### src/rtl/pic_pkg.sv
// Shared constants for the priority-interrupt controller: register map,
// CFG/EOI bit positions and the acknowledge-sequence state encoding.
package pic_pkg;

   localparam logic [1:0] ADDR_CFG  = 2'd0;
   localparam logic [1:0] ADDR_IMR  = 2'd1;
   localparam logic [1:0] ADDR_BASE = 2'd2;
   localparam logic [1:0] ADDR_EOI  = 2'd3;

   localparam logic [1:0] RADDR_IRR      = 2'd0;
   localparam logic [1:0] RADDR_IMR      = 2'd1;
   localparam logic [1:0] RADDR_ISR      = 2'd2;
   localparam logic [1:0] RADDR_BASE_CFG = 2'd3;

   localparam int CFG_LTIM     = 0;
   localparam int CFG_AEOI     = 1;
   localparam int CFG_ROT      = 2;
   localparam int CFG_W        = 3;
   localparam int EOI_SPECIFIC = 4;

   typedef enum logic [1:0] {
      IDLE = 2'd0,
      REQ  = 2'd1,
      ACK1 = 2'd2
   } state_t;

endpackage

### src/rtl/pic_prio_resolver.sv
// Rotating priority encoder: channel ptr is highest priority, then ptr+1, ...
// wrapping modulo NCH. Returns the winning channel id.
module pic_prio_resolver #(
   parameter int NCH  = 8,
   parameter int ID_W = $clog2(NCH)
) (
   input  logic [NCH-1:0]  req,
   input  logic [ID_W-1:0] ptr,
   output logic            valid,
   output logic [ID_W-1:0] id
);

   localparam logic [ID_W:0] NCH_W = (ID_W+1)'(NCH);

   logic [NCH-1:0]  rot;
   logic [ID_W-1:0] pos;
   logic [ID_W:0]   sum;

   // Bit i of rot is channel (i + ptr) mod NCH, so the lowest set bit wins.
   assign rot   = NCH'({req, req} >> ptr);
   assign valid = |req;

   always_comb begin
      pos = '0;
      for (int i = NCH - 1; i >= 0; i--) begin
         if (rot[i]) pos = ID_W'(i);
      end
   end

   assign sum = {1'b0, pos} + {1'b0, ptr};
   assign id  = (sum >= NCH_W) ? ID_W'(sum - NCH_W) : sum[ID_W-1:0];

endmodule

### src/rtl/pic_prio_ctrl.sv
// Priority-interrupt control core: IRR/IMR/ISR bookkeeping, nested or
// rotating priority, intr generation and the two-pulse inta vector sequence.
module pic_prio_ctrl
   import pic_pkg::*;
#(
   parameter int NCH   = 8,
   parameter int VEC_W = 8,
   parameter int ID_W  = $clog2(NCH)
) (
   input  logic             clk,
   input  logic             reset,
   input  logic [NCH-1:0]   ir,
   input  logic             wr,
   input  logic [1:0]       addr,
   input  logic [15:0]      wdata,
   input  logic [1:0]       raddr,
   output logic [15:0]      rdata,
   output logic             intr,
   input  logic             inta,
   output logic [VEC_W-1:0] vec,
   output logic             vec_valid
);

   localparam logic [ID_W:0] NCH_W = (ID_W+1)'(NCH);

   logic [NCH-1:0]   irr_reg, imr_reg, isr_reg, ir_q_reg;
   logic [CFG_W-1:0] cfg_reg;
   logic [VEC_W-1:0] base_reg, vec_reg;
   logic [ID_W-1:0]  ptr_reg, id_reg;
   state_t           state_reg;
   logic             spur_reg, intr_reg, vec_valid_reg;

   logic [NCH-1:0]   elig, irr_next, isr_next, isr_set, isr_clr, irr_clr;
   logic [ID_W-1:0]  elig_id, isr_id, eoi_id, ptr_next;
   logic             elig_valid, isr_valid, intr_cond;
   logic             ack1, ack2, aeoi_fire, eoi_wr, eoi_hit;
   logic             wdata_unused;

   function automatic logic [ID_W-1:0] wrap_inc(input logic [ID_W-1:0] ch);
      return (int'(ch) == NCH - 1) ? '0 : ch + 1'b1;
   endfunction

   // Distance from the pointer; 0 is the highest priority.
   function automatic logic [ID_W-1:0] rank(input logic [ID_W-1:0] ch,
                                            input logic [ID_W-1:0] p);
      logic [ID_W:0] d;
      d = {1'b0, ch} + NCH_W - {1'b0, p};
      return (d >= NCH_W) ? ID_W'(d - NCH_W) : d[ID_W-1:0];
   endfunction

   assign elig = irr_reg & ~imr_reg;

   pic_prio_resolver #(.NCH(NCH), .ID_W(ID_W)) u_elig_res (
      .req   (elig),
      .ptr   (ptr_reg),
      .valid (elig_valid),
      .id    (elig_id)
   );

   pic_prio_resolver #(.NCH(NCH), .ID_W(ID_W)) u_isr_res (
      .req   (isr_reg),
      .ptr   (ptr_reg),
      .valid (isr_valid),
      .id    (isr_id)
   );

   assign intr_cond = elig_valid &&
                      (!isr_valid || (rank(elig_id, ptr_reg) < rank(isr_id, ptr_reg)));
   assign ack1      = (state_reg == REQ) && inta;
   assign ack2      = (state_reg == ACK1) && inta;
   assign aeoi_fire = ack2 && cfg_reg[CFG_AEOI] && !spur_reg;
   assign eoi_wr    = wr && (addr == ADDR_EOI);

   // A specific EOI aimed at the channel currently mid-acknowledge is dropped.
   always_comb begin
      eoi_hit = 1'b0;
      eoi_id  = '0;
      if (eoi_wr) begin
         if (wdata[EOI_SPECIFIC]) begin
            for (int i = 0; i < NCH; i++) begin
               if ((wdata[3:0] == 4'(i)) && isr_reg[i] &&
                   !((state_reg == ACK1) && !spur_reg && (id_reg == ID_W'(i)))) begin
                  eoi_hit = 1'b1;
                  eoi_id  = ID_W'(i);
               end
            end
         end else begin
            eoi_hit = isr_valid;
            eoi_id  = isr_id;
         end
      end
   end

   always_comb begin
      ptr_next = ptr_reg;
      if (cfg_reg[CFG_ROT]) begin
         if (eoi_hit)        ptr_next = wrap_inc(eoi_id);
         else if (aeoi_fire) ptr_next = wrap_inc(id_reg);
      end
   end

   genvar gi;
   generate
      for (gi = 0; gi < NCH; gi++) begin : g_ch
         assign isr_set[gi]  = ack1 && elig_valid && (elig_id == ID_W'(gi));
         assign irr_clr[gi]  = isr_set[gi] && !cfg_reg[CFG_LTIM];
         assign isr_clr[gi]  = (eoi_hit && (eoi_id == ID_W'(gi))) ||
                               (aeoi_fire && (id_reg == ID_W'(gi)));
         // A fresh edge during its own acknowledge stays pending.
         assign irr_next[gi] = cfg_reg[CFG_LTIM] ? ir[gi] :
                               ((irr_reg[gi] & ~irr_clr[gi]) | (ir[gi] & ~ir_q_reg[gi]));
      end
   endgenerate

   assign isr_next = (isr_reg & ~isr_clr) | isr_set;

   always_ff @(posedge clk or posedge reset) begin
      if (reset) begin
         irr_reg  <= '0;
         imr_reg  <= '1;
         isr_reg  <= '0;
         ir_q_reg <= '0;
         cfg_reg  <= '0;
         base_reg <= '0;
         ptr_reg  <= '0;
      end else begin
         irr_reg  <= irr_next;
         isr_reg  <= isr_next;
         ir_q_reg <= ir;
         ptr_reg  <= ptr_next;
         if (wr) begin
            case (addr)
               ADDR_CFG:  cfg_reg  <= wdata[CFG_W-1:0];
               ADDR_IMR:  imr_reg  <= wdata[NCH-1:0];
               ADDR_BASE: base_reg <= wdata[VEC_W-1:0];
               default:   ;
            endcase
         end
      end
   end

   always_ff @(posedge clk or posedge reset) begin
      if (reset) begin
         state_reg     <= IDLE;
         intr_reg      <= 1'b0;
         vec_reg       <= '0;
         vec_valid_reg <= 1'b0;
         id_reg        <= '0;
         spur_reg      <= 1'b0;
      end else begin
         vec_valid_reg <= 1'b0;
         case (state_reg)
            IDLE: begin
               if (intr_cond) begin
                  state_reg <= REQ;
                  intr_reg  <= 1'b1;
               end
            end
            REQ: begin
               if (inta) begin
                  state_reg <= ACK1;
                  intr_reg  <= 1'b0;
                  id_reg    <= elig_valid ? elig_id : ID_W'(NCH - 1);
                  spur_reg  <= !elig_valid;
               end else if (!intr_cond) begin
                  state_reg <= IDLE;
                  intr_reg  <= 1'b0;
               end
            end
            ACK1: begin
               if (inta) begin
                  state_reg     <= IDLE;
                  vec_reg       <= base_reg + VEC_W'(id_reg);
                  vec_valid_reg <= 1'b1;
               end
            end
            default: begin
               state_reg <= IDLE;
               intr_reg  <= 1'b0;
            end
         endcase
      end
   end

   always_comb begin
      rdata = '0;
      case (raddr)
         RADDR_IRR:      rdata = 16'(irr_reg);
         RADDR_IMR:      rdata = 16'(imr_reg);
         RADDR_ISR:      rdata = 16'(isr_reg);
         RADDR_BASE_CFG: rdata = 16'({base_reg, cfg_reg});
         default:        rdata = '0;
      endcase
   end

   assign intr         = intr_reg;
   assign vec          = vec_reg;
   assign vec_valid    = vec_valid_reg;
   assign wdata_unused = ^wdata;

endmodule
### config.mk
export PLATFORM = sky130hd
export DESIGN_NAME = pic_prio_ctrl
export DESIGN_NICKNAME = d
export VERILOG_FILES = /design/src/rtl/pic_pkg.sv /design/src/rtl/pic_prio_resolver.sv /design/src/rtl/pic_prio_ctrl.sv
export SDC_FILE = /design/constraint.sdc
export NUM_CORES = 1
export LEC_CHECK = 0
export BUFFER_PORTS_ARGS = -buffer_cell sky130_fd_sc_hd__buf_2
export CORE_MARGIN = 10
export CORE_UTILIZATION = 59
export CTS_BUF_LIST = sky130_fd_sc_hd__clkbuf_16
export CTS_CLUSTER_DIAMETER = 200
export DETAILED_ROUTE_END_ITERATION = 8
export PLACE_DENSITY = 0.81
export REMOVE_ABC_BUFFERS = 1
export SYNTH_ARGS = -nofsm -noshare
export SYNTH_HDL_FRONTEND = slang
export SYNTH_SLANG_ARGS = --single-unit
### constraint.sdc
create_clock -name clk -period 8.1 [get_ports clk]
set_input_delay 1.62 -clock clk [delete_from_list [all_inputs] [get_ports clk]]
set_output_delay 1.62 -clock clk [all_outputs]
set_load 0.03 [all_outputs]
==> results.md, run 1 <==
- Number of flops mapped to enable cells by yosys: 0
- Most frequent cells in the layout: 54 x dfrtp_1, 50 x nand2_1, 44 x buf_2, 28 x o21ai_0, 25 x inv_1
- Leak: about 0.0023 µW
- Final Hold Viols: 0
- Clk pin slew, worst setup/hold paths: ~60 ps
- Half-perimeter wire length after placement: around 9300 µm
- Worst-path fanout max: 19
- Power share of the sequential group: between 20% and 30%
- Combinational share of power: between 50% and 60%
- Internal Power: 1283 µW
- Post-CTS setup buffers: 0
- Drt total wl: around 12000 µm
- Total number of vias: roughly 4000
- Floorplan core area: 0.007647 mm²
- Syn-to-layout area delta: 12.87%
- Reg2reg start: ptr_reg[2]$_DFFE_PP0P_
- CP startpoint kind: register
- Post-route core utilization: 67.88%
- Peak supply drop: ~0.26 mV
- H-tree levels: 3
- IO buf count: 44
- Arr. time, crit path: about 5300 ps
- Worst setup path startpoint: ptr_reg[2]$_DFFE_PP0P_
- Nets@finish: 563
- Initial antenna violation count: 0
- First-pass iteration count of the detailed router: 5
- Post-route clock period utilization: around 63%
- Setup violations, final: 0
- Required @ worst endpoint: between 8000 and 9000 ps
- P per Cell Area: 462.0 mW/mm²
- Least-Margin Pin Slew: just under 900 ps
- Asr flop ratio synth: 100.0%
- Max-capacitance violation count: 0
- Root Buffer: clkbuf_16
- Most common cell after layout, fill and taps aside: dfrtp_1
- Sink Count: between 60 and 70
- Yosys warns: 0
- CTS resizes: 0
- Ys flop type: dfrtp_1
- Congestion Overflow GR: 0
- Max Fclk: slightly below 200 MHz
- Clk_skew: between 7 and 8 ps
- Slew Limit Fails: 0
- Psw: around 1100 µW
- Register bit total from synthesis: slightly above 60
- Clk buf depth: 2
- Top Ports: between 50 and 60
- Post-route DRC: 0
- Post-route ant nets: 0
- Share of cells above drive strength 1: 23.33%
- Status: finished, final reports clean
- Crit. End Element: register
- Vias in the first global route: around 4000
- Sequential cell area fraction in the yosys report: between 30% and 40%
- Wirelength per Cell: just over 20 µm
- Post-route cell area: roughly 0.0052 mm²
- Via-to-Cell Ratio: 6.498
- Syn Inst Count: about 470
- RSZ-0062 raised after global routing: false
- CTS buffer count: 9
- Max-slew headroom: 41.40%
- Tot GR Track Use: 22.09%
- Die Width: 108.3 µm
- Fill count: 554
- Hold WS: between 400 and 500 ps
- Final WS setup: 2999 ps
- Die area: around 0.012 mm²
- Area after DPL: approximately 0.0049 mm²
- Netlist cell types: 72
- Largest net degree at the start of global routing: 63
- Crit path kind: reg2reg
- Row count: 32
- Die Ht: approximately 110 µm
- Initial Utilization: roughly three fifths
- Synthesized area: ~0.0046 mm²
- Clk pwr share: ~17%
- Tmin final: between 5000 and 6000 ps
- Pre-CTS WS: a little over 3000 ps
- Min-delay src: vec[7]$_DFFE_PP0P_
- Initial DRC Count: about 340
- Placer Congestion: roughly 0.94
- Syn avg cell area: slightly below 10 µm²
- Hold_buf cts: 0
- CTS tree: built
- N_diodes: 0
- Fraction of power spent switching nets: 46.52%
- Fin Setup TNS: 0 ps
- Clk Latency, worst-skew pair: 330 ps
- First-pass GRT wire length: slightly above 20000 µm
- Tightest Hold Check Type: reg2reg
==> layer usage <==
layer  track usage (%)  up-vias  part of all wire (%)
met3             5.294       27                   7.3
met5                 0        -                     0
li1                  -     1802                     -
met1             27.78     1968                    41
met2             36.98      180                    50
met4             6.497        0                   2.0
==> metrics by stage <==
step / std cells / total power (µW)
global route: 612 / 2589
floorplan: 447 / 1592
global placement: 596 / 1914
detailed placement: 596 / 1968
finish: 612 / 2399
CTS: 612 / 2390
==> Yosys cell counts, types with 3 or more instances <==
| library cell | n | share of area, % |
|---|---|---|
| dfrtp_1 | 54 | 29 |
| and3_1 | 9 | 1.2 |
| nand3_1 | 15 | 1.6 |
| xor2_1 | 6 | 1.1 |
| nor2_1 | 23 | 1.9 |
| a22oi_1 | 3 | 0.49 |
| clkbuf_1 | 9 | 0.73 |
| nand4_1 | 4 | 0.54 |
| nand2_1 | 50 | 4.1 |
| a21o_1 | 7 | 1.1 |
| nor4_1 | 4 | 0.54 |
| nor3b_1 | 4 | 0.65 |
| a211oi_1 | 5 | 0.82 |
| fa_1 | 5 | 2.2 |
| o22a_1 | 3 | 0.57 |
| mux4_2 | 14 | 6.9 |
| mux2_2 | 18 | 4.4 |
| mux2i_1 | 17 | 3.7 |
| a22o_1 | 4 | 0.76 |
| o22ai_2 | 3 | 0.82 |
| buf_2 | 3 | 0.33 |
| nor2b_1 | 12 | 1.6 |
| a21boi_0 | 5 | 0.82 |
| o22ai_1 | 7 | 0.95 |
| a21oi_1 | 22 | 2.4 |
| nand2b_1 | 5 | 0.68 |
| or3_1 | 3 | 0.41 |
| nor3_1 | 5 | 0.54 |
| buf_4 | 6 | 0.98 |
| ha_1 | 21 | 5.7 |
| buf_1 | 3 | 0.24 |
| nand3b_1 | 4 | 0.65 |
| inv_1 | 26 | 2.1 |
| xnor2_1 | 4 | 0.76 |
| dfstp_2 | 8 | 4.6 |
| o21ai_0 | 28 | 3.0 |
==> logic make-up (layout without fill, tap and decap cells) <==
kind of cell / count (synthesis) / count (layout) / share of synthesized area [%]
other cells: 1 / 5 / 0.08153
simple gates: 145 / 145 / 16.29
buf+inv: 48 / 89 / 4.651
xor+xnor: 12 / 12 / 2.911
mux: 50 / 50 / 15.53
flops: 62 / 62 / 33.95
compound gates: 121 / 121 / 18.69
fa+ha+maj: 26 / 26 / 7.889
==> power by group through the flow <==
stage          registers [µW]  logic (µW)  clock network (µW)
6_report                  572        1410                 415
5_1_grt                   584        1570                 434
4_1_cts                   566        1410                 418
3_5_place_dp              570        1400                   0
3_3_place_gp              563        1350                   0
2_1_floorplan             574        1020                   0
==> critical path, cell delays in order, from the launching register on <==
cell     delay, ps
dfrtp_1        700
buf_4          370
mux2i_1        450
a21o_1         210
or4b_2         580
nand3_1        140
ha_1           170
inv_1           50
fa_1           610
fa_1           560
inv_1           50
ha_1           260
a31o_2         130
a21oi_1         60
o21ai_0        350
nor2b_1        190
o22ai_1         90
==> final cells by class <==
type	count	area (µm²)	area share, %
inverter	26	97.59	1.880
timing repair buffer	47	242.7	4.676
tap	102	127.6	2.458
clock buffer	9	225.2	4.338
multi-input combinational	359	2839	54.69
sequential	62	1562	30.08
clock inverter	7	97.59	1.880
==> worst paths after layout <==
kind	to	slack, ps	cells after the start
max in group asynchronous	state_reg[0]$_DFFE_PP0P_	6080	3
worst min-delay path	vec[7]$_DFFE_PP0P_	480	2
min in group asynchronous	irr_reg[7]$_DFF_PP0_	1500	3
worst max-delay path	intr$_DFFE_PP0P_	3000	16
worst max register to register	intr$_DFFE_PP0P_	3000	16
worst min register to register	vec[7]$_DFFE_PP0P_	480	2
(Power assumes the default switching activity.)
==> run 2: changes to the inputs <==
--- a/config.mk
+++ b/config.mk
@@ -7,11 +7,11 @@
 export LEC_CHECK = 0
 export BUFFER_PORTS_ARGS = -buffer_cell sky130_fd_sc_hd__buf_2
 export CORE_MARGIN = 10
-export CORE_UTILIZATION = 59
+export CORE_UTILIZATION = 53
 export CTS_BUF_LIST = sky130_fd_sc_hd__clkbuf_16
 export CTS_CLUSTER_DIAMETER = 200
 export DETAILED_ROUTE_END_ITERATION = 8
-export PLACE_DENSITY = 0.81
+export PLACE_DENSITY = 0.77
 export REMOVE_ABC_BUFFERS = 1
 export SYNTH_ARGS = -nofsm -noshare
 export SYNTH_HDL_FRONTEND = slang
==> constraint.sdc (replaced) <==
create_clock -name clk -period 4.45 [get_ports clk]
set_input_delay 0.89 -clock clk [delete_from_list [all_inputs] [get_ports clk]]
set_output_delay 0.89 -clock clk [all_outputs]
set_load 0.03 [all_outputs]
==> results.md, run 2 (synthesized netlist as in run 1, its figures left out) <==
- Via-to-Cell Ratio: 6.248 (-3.9%)
- Floorplan core area: 0.008341 mm² (+9.1%)
- Placer Congestion: 0.9639 (+2.7%)
- Most frequent cells in the layout: 52 x dfrtp_1, 50 x nand2_1, 50 x buf_4, 44 x buf_2, 26 x o21ai_0
- CTS buffer count: 9 (unchanged)
- Slew Limit Fails: 0 (unchanged)
- Tmin final: 4340 ps (-760.8 ps)
- Initial Utilization: 55.15% (-5.0 points)
- Least-Margin Pin Slew: 831.7 ps (-47.38 ps)
- Total number of vias: 4155 (+4.5%)
- Post-route core utilization: 68.14% (+0.25 points)
- Fill count: 648 (+17%)
- Tot GR Track Use: 21.42% (-0.67 points)
- Die area: 0.01280 mm² (+9.2%)
- H-tree levels: 3 (unchanged)
- Sink Count: 62 (unchanged)
- Row count: 33 (+3.1%)
- Clk Latency, worst-skew pair: 330 ps (about the same)
- Clk_skew: 4.981 ps (-2.419 ps)
- Cells after DPL: 637 (+6.9%)
- Top Ports: 58 (unchanged)
- P per Cell Area: 890.2 mW/mm² (+93%)
- Initial antenna violation count: 0 (unchanged)
- Worst-path fanout max: 8 (-11)
- Post-route ant nets: 0 (unchanged)
- Die Width: 113.2 µm (+4.5%)
- N_diodes: 0 (unchanged)
- Final WS setup: 110.1 ps (-2889 ps)
- Syn-to-layout area delta: 23.56%
- Nets@finish: 613 (+8.9%)
- Congestion Overflow GR: 0 (unchanged)
- CP startpoint kind: register
- Arr. time, crit path: 4570 ps (-730 ps)
- Required @ worst endpoint: 4680 ps (-3620 ps)
- Peak supply drop: 0.6379 mV (+140%)
- Final Hold Viols: 0 (unchanged)
- Half-perimeter wire length after placement: 10320 µm (+11%)
- Max-capacitance violation count: 0 (unchanged)
- Final std cells w/o fill: 665 (+8.7%)
- Largest net degree at the start of global routing: 42 (-33%)
- IO buf count: 44 (unchanged)
- Clk buf depth: 2 (unchanged)
- Initial DRC Count: 322 (-4.2%)
- Die Ht: 113.2 µm (+4.5%)
- Status: finished, final reports clean
- CTS tree: built
- Most common cell after layout, fill and taps aside: dfrtp_1
- Root Buffer: clkbuf_16
- Clk pin slew, worst setup/hold paths: 60 ps (about the same)
- Pre-CTS WS: -165.6 ps (-3218 ps)
- First-pass GRT wire length: 22050 µm (+7.5%)
- Post-route clock period utilization: 97.53% (+35 points)
- Leak: 0.002587 µW (+12%)
- Wirelength per Cell: 21.14 µm (+3.8%)
- Tightest Hold Check Type: reg2reg
- Max Fclk: 230.4 MHz (+18%)
- Crit. End Element: register
- Hold_buf cts: 0 (unchanged)
- Share of cells above drive strength 1: 32.68% (+9.3 points)
- Post-route DRC: 0 (unchanged)
- Vias in the first global route: 4115 (+4.0%)
- Max-slew headroom: 44.48% (+3.1 points)
- Post-route cell area: 0.005683 mm² (+9.5%)
- Area after DPL: 0.005157 mm² (+5.9%)
- Crit path kind: reg2reg
- Setup violations, final: 0 (unchanged)
- Fin Setup TNS: 0 ps (unchanged)
- Drt total wl: 14060 µm (+13%)
- First-pass iteration count of the detailed router: 5 (unchanged)
run 2: cell count changes in the layout (fill, tap and decap cells not counted), sizes merged:
cell,change
buf,+49
clkinv,+2
clkinvlp,-2
clkbuf,+1
run 2: final timing paths:
| check | start | to | slack (ps) | cells past startpoint |
|---|---|---|---|---|
| min | vec[7]$_DFFE_PP0P_ | vec[7]$_DFFE_PP0P_ | 480 | 2 |
| max reg2reg | ptr_reg[2]$_DFFE_PP0P_ | ptr_reg[0]$_DFFE_PP0P_ | 110 | 17 |
| max | ptr_reg[2]$_DFFE_PP0P_ | ptr_reg[0]$_DFFE_PP0P_ | 110 | 17 |
| max in group asynchronous | reset | id_reg[0]$_DFFE_PP0P_ | 2910 | 3 |
| min in group asynchronous | reset | ir_q_reg[5]$_DFF_PP0_ | 720 | 2 |
| min reg2reg | vec[7]$_DFFE_PP0P_ | vec[7]$_DFFE_PP0P_ | 480 | 2 |
run 2: metal layers:
layer	global-route usage, %	vias up	routed length [µm]
met5	0	-	0
met1	27.14	2003	5825
met2	34.60	207	6637
met4	7.191	0	456
li1	-	1899	-
met3	5.705	46	1137
run 2: power breakdown:
part | internal, µW | switching, µW | total (µW)
registers | 752 | 249 | 1000
clock network | 491 | 264 | 756
logic | 1520 | 1780 | 3300
total | 2770 | 2290 | 5060
run 2: stage by stage:
step	power, µW	hold WS, ps
finish	5059	477.9
global route	5382	522.4
CTS	4791	481.7
detailed placement	3909	468.7
global placement	3795	457.2
floorplan	2897	466.3
run 2: timing repair:
item,in CTS,in global routing
buffers inserted,1,10
pin swaps,3,11
endpoints found under the setup margin,3,3
resized for setup,9,17
cloned,0,1
run 2: critical path, cell delays in order (launching register included):
cell      delay (ps)
dfrtp_2          510
buf_12           150
mux4_2           540
nor2b_1          130
o21ai_0           80
o31ai_1           90
o21ai_1           90
a21oi_1          200
ha_1             180
inv_1             50
fa_1             380
or3_1            330
a2111o_1         470
nand4_4          120
inv_1             50
ha_1             190
or3_1            400
a32oi_2          270
run 2: layout make-up:
| class | count | area [µm²] | share of cell area, % |
|---|---|---|---|
| multi-input cells | 359 | 2917 | 51.32 |
| flip-flops and latches | 62 | 1564 | 27.52 |
| repair buffers | 97 | 651.9 | 11.47 |
| clock buffers | 9 | 225.2 | 3.963 |
| well taps | 105 | 131.4 | 2.312 |
| inverters | 26 | 97.59 | 1.717 |
| clock inverters | 7 | 96.34 | 1.695 |
==> run 3: changes to the inputs <==
--- a/config.mk
+++ b/config.mk
@@ -13,6 +13,8 @@
 export DETAILED_ROUTE_END_ITERATION = 8
 export PLACE_DENSITY = 0.77
 export REMOVE_ABC_BUFFERS = 1
+export SKIP_CTS_REPAIR_TIMING = 1
 export SYNTH_ARGS = -nofsm -noshare
 export SYNTH_HDL_FRONTEND = slang
+export SYNTH_HIERARCHICAL = 1
 export SYNTH_SLANG_ARGS = --single-unit
==> results.md, run 3 <==
- Sequential cell area fraction in the yosys report: 33.82% (-0.13 points)
- Share of cells above drive strength 1: 39.73% (+7.1 points)
- Cells after DPL: 605 (-5.0%)
- First-pass iteration count of the detailed router: 5 (unchanged)
- Ys flop type: dfrtp_1
- Vias in the first global route: 3834 (-6.8%)
- Wirelength per Cell: 19.44 µm (-8.0%)
- Clk_skew: 6.009 ps (+1.028 ps)
- Initial DRC Count: 326 (+1.2%)
- Nets@finish: 574 (-6.4%)
- Max-capacitance violation count: 0 (unchanged)
- Die Width: 113.3 µm (+0.16%)
- Fin Setup TNS: 0 ps (unchanged)
- Top post-synthesis cells by area: dfrtp_1 29%, mux4_2 6.3%, mux4_1 6.3%, ha_1 5.7%, mux2_2 5.6%
- Syn avg cell area: 10.86 µm² (+9.8%)
- Final Hold Viols: 0 (unchanged)
- Floorplan core area: 0.008341 mm² (unchanged)
- Top Ports: 58 (unchanged)
- Pre-CTS WS: -158.3 ps (+7.350 ps)
- Placer Congestion: 0.8921 (-7.4%)
- Final std cells w/o fill: 626 (-5.9%)
- Most frequent cells in the layout: 53 x dfrtp_1, 49 x buf_4, 44 x buf_2, 42 x nand2_1, 32 x inv_1
- Slew Limit Fails: 0 (unchanged)
- Count leader, synth: dfrtp_1
- Drt total wl: 12170 µm (-13%)
- H-tree levels: 3 (unchanged)
- Post-route DRC: 0 (unchanged)
- Synth cell count leaders: 54 x dfrtp_1, 42 x nand2_1, 35 x inv_1, 26 x o21ai_0, 23 x mux2_2
- Congestion Overflow GR: 0 (unchanged)
- CTS tree: built
- Root Buffer: clkbuf_16
- Die area: 0.01284 mm² (+0.32%)
- Setup violations, final: 0 (unchanged)
- Crit. End Element: register
- Least-Margin Pin Slew: 785.6 ps (-46.06 ps)
- Post-route core utilization: 67.21% (-0.93 points)
- Syn Inst Count: 425 (-8.6%)
- Initial Utilization: 55.36% (+0.21 points)
- Half-perimeter wire length after placement: 9170 µm (-11%)
- Initial antenna violation count: 0 (unchanged)
- CTS buffer count: 9 (unchanged)
- Arr. time, crit path: 4540 ps (-30 ps)
- Sink Count: 62 (unchanged)
- Max-slew headroom: 47.63% (+3.2 points)
- IO buf count: 44 (unchanged)
- Asr flop ratio synth: 100.0% (unchanged)
- Crit path kind: reg2reg
- Tmin final: 4325 ps (-14.49 ps)
- Die Ht: 113.3 µm (+0.16%)
- Area leader, netlist: dfrtp_1
- Post-route ant nets: 0 (unchanged)
- Register bit total from synthesis: 62 (unchanged)
- Synthesized area: 0.004617 mm² (+0.38%)
- Netlist cell types: 69 (-4.2%)
- Clk pin slew, worst setup/hold paths: 50 ps (about the same)
- CP startpoint kind: register
- Post-route clock period utilization: 97.20% (-0.33 points)
- Status: finished, final reports clean
- Syn-to-layout area delta: 21.41%
- Tightest Hold Check Type: reg2reg
- N_diodes: 0 (unchanged)
- Most common cell after layout, fill and taps aside: dfrtp_1
- Worst-path fanout max: 5 (-3)
- Tot GR Track Use: 18.67% (-2.7 points)
- Via-to-Cell Ratio: 6.035 (-3.4%)
- Clk Latency, worst-skew pair: 340 ps (about the same)
- Yosys top cell area share: 29.27% (-0.11 points)
- First-pass GRT wire length: 19510 µm (-12%)
- Clk buf depth: 2 (unchanged)
- Row count: 33 (unchanged)
- Final WS setup: 124.6 ps (+14.49 ps)
- Required @ worst endpoint: 4670 ps (about the same)
- Max Fclk: 231.2 MHz (+0.34%)
- Yosys warns: 6 (+6)
- Total number of vias: 3778 (-9.1%)
- Number of flops mapped to enable cells by yosys: 0 (unchanged)
- Largest net degree at the start of global routing: 63 (+50%)
[run 3: cell count changes in the layout (fill, tap and decap cells not counted), moves of 6 or more]
| cell | change |
|---|---|
| a21o_1 | -6 |
| a21oi_1 | -19 |
| inv_1 | +8 |
| mux2i_1 | -6 |
| nand2_1 | -8 |
| nand3b_1 | +7 |
| nor2_1 | -12 |
| o22ai_1 | -6 |
[run 3: metrics by stage]
step,instance area (µm²),hold WS [ps]
2_1_floorplan,4479,477.3
3_3_place_gp,5196,455.4
3_5_place_dp,5196,473.1
4_1_cts,5488,487.4
5_1_grt,5605,514.7
6_report,5605,478.9
[run 3: area by class of cell]
cell class	instances	area, µm²
Timing Repair Buffer	96	630.6
Multi-Input combinational cell	312	2858
Tap cell	105	131.4
Clock buffer	9	225.2
Fill cell	632	2735
Clock inverter	7	66.31
Sequential cell	62	1563
Inverter	35	131.4
[run 3: metal layers]
metal  wire [µm]  part of all wire [%]  GRT usage [%]  vias to the layer above
met5           0                     0              0                        -
met2        5804                    48          30.22                      156
li1            -                     -              -                     1737
met1        5055                    42          22.95                     1855
met3         975                   8.0          4.596                       30
met4         337                   2.8          8.545                        0
[run 3: kinds of logic after synthesis]
family	after synthesis	share of synthesized area, %
AOI/OAI and AO/OA	72	12.17
xor gates and xnor gates	14	2.656
adders and majority gates	27	8.076
buffers and inverters	55	6.151
DFF	62	33.82
muxes	60	21.14
other	1	0.08122
and+or+nand+nor	134	15.91
[run 3: path summary, 6_finish.rpt]
kind	slack [ps]	to	from	depth (start not counted)
hold / removal	480	vec[3]$_DFFE_PP0P_	vec[3]$_DFFE_PP0P_	2
max in group asynchronous	3110	ptr_reg[0]$_DFFE_PP0P_	reset	3
min in group asynchronous	770	vec[6]$_DFFE_PP0P_	reset	3
setup reg to reg	120	intr$_DFFE_PP0P_	imr_reg[1]$_DFFE_PP1P_	17
hold reg to reg	480	vec[3]$_DFFE_PP0P_	vec[3]$_DFFE_PP0P_	2
setup / recovery	120	intr$_DFFE_PP0P_	imr_reg[1]$_DFFE_PP1P_	17
[run 3: worst max-delay path, cell delays in order, from the launching register on]
cell      delay, ps
dfstp_2         540
nor2b_2          60
mux4_2          490
mux2_4          290
nand2b_1        140
a21bo_2         210
a31oi_2         160
ha_2            190
inv_1            50
fa_2            530
inv_2            60
fa_2            440
ha_4            290
a21oi_4          50
nor2b_2         110
o21ai_2          80
and4b_1         220
maj3_2          290
Power of run 3 is left out: the tool's default activity adds up to more than one toggle a clock period on the data nets, which glitch-free logic cannot reach.
